[config.mk]
export PLATFORM = sky130hd
export DESIGN_NAME = tx_logic_2
export DESIGN_NICKNAME = d
export VERILOG_FILES = /design/src/rtl/tx_logic_2.sv
export SDC_FILE = /design/constraint.sdc
export NUM_CORES = 1
export LEC_CHECK = 0
export CAP_MARGIN = 20
export CORE_MARGIN = 4
export CORE_UTILIZATION = 40
export CTS_CLUSTER_DIAMETER = 80
export DETAILED_ROUTE_END_ITERATION = 7
export PLACE_DENSITY = 0.82
export SETUP_SLACK_MARGIN = 0.05
export SYNTH_ARGS = -nofsm -noshare
export SYNTH_HDL_FRONTEND = slang
export SYNTH_SLANG_ARGS = --single-unit
[constraint.sdc]
create_clock -name clk -period 4.9 [get_ports clk]
set_input_delay 1.225 -clock clk [delete_from_list [all_inputs] [get_ports clk]]
set_output_delay 1.225 -clock clk [all_outputs]
set_load 0.005 [all_outputs]
[src/rtl/tx_logic_2.sv]
// Router port transmitter: pops items from the output fifo and hands each to one of five
// receivers over per-port toggle handshakes. Optional macro: TX_ACK_SYNC_EN (2-flop ack sync).

`ifndef SIZE
`define SIZE 8
`endif

module tx_logic_2 #(
    parameter int id       = -1,
    parameter int PORT_LSB = 0
) (
    input  logic                 clk,
    input  logic                 reset,
    input  logic                 fifo_empty,
    input  logic [`SIZE-1:0]     fifo_item_out,
    output logic                 fifo_read,
    output logic [4:0]           tx_req,
    input  logic [4:0]           tx_ack,
    output logic [`SIZE*5-1:0]   tx_data,
    output logic [7:0]           drop_count
);

    localparam int NPORTS = 5;
    localparam int W      = `SIZE;

    // id is only a trace tag; -1 means "not assigned", anything lower is a wiring mistake.
    generate
        if (PORT_LSB < 0 || PORT_LSB + 3 > W || id < -1) begin : g_bad_cfg
            $error("tx_logic_2 id %0d: bad configuration (destination field outside item)", id);
        end
    endgenerate

    logic [4:0] ack_v;

`ifdef TX_ACK_SYNC_EN
    logic [4:0] ack_meta_reg;
    logic [4:0] ack_sync_reg;

    always_ff @(posedge clk or negedge reset) begin
        if (!reset) begin
            ack_meta_reg <= '0;
            ack_sync_reg <= '0;
        end else begin
            ack_meta_reg <= tx_ack;
            ack_sync_reg <= ack_meta_reg;
        end
    end

    assign ack_v = ack_sync_reg;
`else
    assign ack_v = tx_ack;
`endif

    logic [2:0] dest;
    logic       head_valid;
    logic       dest_valid;
    logic [4:0] port_busy;
    logic [4:0] port_hit;
    logic       issue;
    logic       drop;
    logic [7:0] drop_count_reg;

    assign dest       = fifo_item_out[PORT_LSB +: 3];
    assign head_valid = !fifo_empty;
    assign dest_valid = (dest <= 3'd4);

    // Each port owns its request toggle and data slice; the head item only waits on its own port.
    genvar gi;
    generate
        for (gi = 0; gi < NPORTS; gi++) begin : g_port
            logic         req_reg;
            logic [W-1:0] data_reg;

            assign port_busy[gi] = req_reg ^ ack_v[gi];
            assign port_hit[gi]  = head_valid && (dest == 3'(gi)) && !port_busy[gi];

            always_ff @(posedge clk or negedge reset) begin
                if (!reset) begin
                    req_reg  <= 1'b0;
                    data_reg <= '0;
                end else if (port_hit[gi]) begin
                    req_reg  <= ~req_reg;
                    data_reg <= fifo_item_out;
                end
            end

            assign tx_req[gi]          = req_reg;
            assign tx_data[W*gi +: W]  = data_reg;
        end
    endgenerate

    assign issue     = |port_hit;
    assign drop      = head_valid && !dest_valid;
    assign fifo_read = reset && (issue || drop);

    always_ff @(posedge clk or negedge reset) begin
        if (!reset) begin
            drop_count_reg <= '0;
        end else if (drop && drop_count_reg != 8'hFF) begin
            drop_count_reg <= drop_count_reg + 8'd1;
        end
    end

    assign drop_count = drop_count_reg;

endmodule
; ---- Yosys cells after proc, flatten, opt, wreduce, memory -nomap -nowiden
; Index checks and enable logic that the tools add are counted.
[op_classes]
n_addsub = 1
n_reduce_logical = 23
n_bitwise = 10
n_lt_le_gt_ge = 1
eq_ne = 5
[ops]
columns = operator, n
row1 = logical AND 1 bit, 13
row2 = adder 8 x 1 -> 8 bit (second input constant), 1
row3 = != test 8 bit (second input constant), 1
row4 = logical NOT 1 bit, 7
row5 = == test 3 x 2 -> 1 bit (second input constant), 2
row6 = NOT 1 bit, 5
row7 = OR reduction 5 bit, 1
row8 = XOR 1 bit, 5
row9 = == test 3 x 1 -> 1 bit (second input constant), 1
row10 = == test 3 bit (second input constant), 1
row11 = <= comparator 3 bit (second input constant), 1
row12 = logical NOT 3 bit, 1
row13 = logical OR 1 bit, 1
[word_totals]
elab_cells = 51
out_inout_bits = 54
input_bits = 16
regBits = 53

; ---- Logic depth before layout (Yosys ltp)
[logic_depth]
word_depth = 6
mapped_depth = 5
depth_no_buf = 5

; ---- Worst setup path after synthesis
; Ideal clock, no wire load.
[synth_path]
path_kind = input-to-output
from = in fifo_item_out[2]
to = out fifo_read
setup_slack_ps = 1620
arrival_time_ps = 2055
path_buffers = 0
cell_stages = 4
required_ps = 3675
path_cell_list = nor4_2 -> nand2_2 -> and4_1 -> a21boi_1
[synth_between]
elab_chain_len = 6
word_cells_on_any_way = 21
classes_between = order compare (1) / eq/ne (4) / reduce/logical (16)
[synth_lines]
columns = item, line_no
row1 = from (decl), 15  ; input logic [`SIZE-1:0] fifo_item_out,
row2 = == test 3 x 1 -> 1 bit (tied with other cells), 75  ; assign port_hit[gi] = head_valid && (dest == 3'(gi)) && !port_busy[gi];
row3 = logical AND 1 bit (2 in series), 75
row4 = OR reduction 5 bit, 92  ; assign issue = |port_hit;
row5 = logical OR 1 bit *, 94  ; assign fifo_read = reset && (issue || drop);
row6 = logical AND 1 bit *, 94
row7 = to (decl), 16  ; output logic fifo_read,
; Every way passes the cells marked *; elsewhere a longest branch is shown, timed or not.

; ---- Worst setup path in the final report
; Same ends and word-level chain as after synthesis.

==> results.json <==
{
  "synth_warnings": 0,
  "wl_per_cell_um": 15.5,
  "vias": 1432,
  "htreeDepth": 2,
  "fin_crit_sh": 0.895,
  "powerDensity_nw_per_um2": 444,
  "numPortBuffers": 69,
  "placed_area_um2": 2980,
  "die-area_um2": 6790,
  "rsz0062_at_grt": "no",
  "met3_length_um": 265,
  "ys_types": 32,
  "gp_congestion": 0.772,
  "grt_max_degree": 54,
  "yosysSeqAreaShare": 0.599,
  "clockBufferDepth": 2,
  "wl_met2_um": 2320,
  "antenna_cells": 0,
  "grt_pass1_vias": 1547,
  "setup_ws_ns": 0.514,
  "drt_drc_violations_left": 0,
  "post_cts_buffers": 0,
  "synth_area_um2": 2210,
  "met1_length_um": 2060,
  "die_height_um": 82.4,
  "ys_seq_elements": 53,
  "hold_viol": 0,
  "antenna_found_initial": 0,
  "routed.top_layer": "met4",
  "worstRegToRegCells": 5,
  "cp_data_required_time_ns": 3.67,
  "cp-end-kind": "primary output",
  "outcome": "finished clean",
  "via_per_inst": 4.73,
  "fill_cells": 431,
  "finalWirelength_um": 4690,
  "track_usage": 0.151,
  "clk_pin_slew_ns": 0.08,
  "cp-start-kind": "input pin",
  "syn2layout_area_growth_pct": 39.7,
  "fin_skew_ns": 0.00537,
  "max_freq_mhz": 228,
  "crit_type": "in -> out",
  "r2r-end": "drop_count[1]",
  "vdd_drop_max_mv": 0.242,
  "dp_hpwl_um": 3480,
  "rr_startpoint": "drop_count[0]",
  "nNetsFinal": 249,
  "ioPinCount": 70,
  "synthArstFlopShare": 1.00,
  "arrival_ns": 3.16,
  "maxSlewHeadroom": 0.575,
  "tightest_slew_ns": 0.638,
  "root_buffer": "clkbuf_8",
  "cp_max_fo": 8,
  "firstDrtPassIters": 4,
  "setup.worst_path.end": "fifo_read",
  "synth_cells": 157,
  "cts_resized": 0,
  "drtIter0Drc": 48,
  "setup_viol": 0,
  "yosys.area.top_type": "dfrtp_1",
  "maxCapViolCount": 0,
  "tns_ns": 0,
  "worst-r2r-setup-slack_ns": 3.12,
  "clock_sinks": 53,
  "hold_class": "reg -> reg",
  "leakagePower_nw": 1.34,
  "synth_nets": 174,
  "overflow": 0,
  "core_area_um2": 5240,
  "synth_top_area_share": 0.599,
  "route.antenna.remaining_nets": 0,
  "ctsHoldBuffers": 0,
  "synth_edf_count": 0,
  "cts_tree": "yes",
  "largest_reg_flops": 40,
  "cts_inserted_buffers": 5,
  "p_total_mw": 1.37,
  "fin_util": 0.590,
  "fp.dieW_um": 82.4,
  "ys_top_cells_by_count": "dfrtp_1 (53), mux2_1 (18), and2_1 (10), nand2_1 (7), nand2b_1 (6)",
  "worstSetupStartpoint": "fifo_item_out[2]",
  "clk_latency_ns": 0.30,
  "drv_slew": 0,
  "place_ws_ns": 0.484,
  "drive_above_1_share": 0.146,
  "fin_crit_ns": 4.39,
  "start_util": 0.423,
  "ys.flop_type": "dfrtp_1",
  "num_rows": 26,
  "fin_area_um2": 3090,
  "grt_pass1_wl_um": 7530,
  "ys_top_cells_by_area": "dfrtp_1 (60%), mux2_1 (9.2%), mux2_4 (3.4%), and2_1 (2.8%), mux2_2 (2.5%)",
  "synth.avg_cell_area_um2": 14.1,
  "synth_most_common_cell": "dfrtp_1"
}
how the worst min path moves through the flow:
stage / to / start / slack, ns / cells past startpoint
floorplan: g_port[1].data_reg[0] / g_port[1].data_reg[0] / 0.46 / 1
finish: g_port[2].data_reg[1] / g_port[2].data_reg[1] / 0.47 / 1
global placement: g_port[3].data_reg[0] / g_port[3].data_reg[0] / 0.45 / 1
global route: g_port[3].data_reg[0] / g_port[3].data_reg[0] / 0.49 / 1
CTS: g_port[2].data_reg[1] / g_port[2].data_reg[1] / 0.48 / 1
detailed placement: g_port[3].data_reg[1] / g_port[3].data_reg[1] / 0.45 / 1
power breakdown:
group          leakage, nW  internal, mW  switching [mW]  total (mW)
clock network       0.0585         0.167           0.133       0.300
registers            0.655         0.556          0.0820       0.638
logic                0.631         0.301           0.134       0.435
layer usage:
layer  GRT usage  vias to the layer above
met4      0.0449                        0
li1            -                      677
met3      0.0521                        4
met5           0                        -
met2       0.253                       35
met1       0.184                      716
cells by family (layout without fill, tap and decap cells):
| group | count (synthesis) | after routing | share of synthesized area |
|---|---|---|---|
| simple gates | 46 | 46 | 0.144 |
| mux | 32 | 32 | 0.169 |
| compound gates | 6 | 6 | 0.0181 |
| flops | 53 | 53 | 0.599 |
| buf+inv | 10 | 86 | 0.0288 |
| xor+xnor | 9 | 9 | 0.0356 |
| fa+ha+maj | 1 | 1 | 0.00565 |
cells in the final DEF (no fill, tap or decap), types with 2 or more instances in the layout:
cell / instances
clkbuf_8: 6
mux2_2: 5
mux2_4: 5
o21ai_0: 2
mux2_1: 18
mux2i_1: 4
buf_4: 5
nor2_1: 2
xor2_1: 5
nor4b_4: 2
clkdlybuf4s50_1: 68
xnor2_1: 4
a31oi_1: 2
dfrtp_1: 53
inv_1: 4
nand2_2: 4
nand2b_1: 6
nor3_1: 4
nand3_1: 2
and2_1: 10
nand2_1: 7
critical path, stage by stage:
cell,delay (ns)
clkdlybuf4s50_1,0.58
nor4_2,0.47
nand2_2,0.09
and4_1,0.16
a21boi_1,0.12
clkdlybuf4s50_1,0.51
layout make-up:
| type | count | area [um2] | area share |
|---|---|---|---|
| Clock buffer | 7 | 86.3 | 0.0279 |
| Clock inverter | 1 | 30.0 | 0.00971 |
| Inverter | 4 | 15.0 | 0.00486 |
| Multi-Input combinational cell | 94 | 823 | 0.266 |
| Sequential cell | 53 | 1330 | 0.429 |
| Tap cell | 70 | 87.6 | 0.0283 |
| Timing Repair Buffer | 74 | 723 | 0.234 |
per-stage QoR:
stage	hold WS (ns)	cells
floorplan	0.459	157
global placement	0.450	295
detailed placement	0.454	295
CTS	0.476	303
global route	0.490	303
finish	0.469	303
Note: power is estimated with default switching activity, not from simulation.
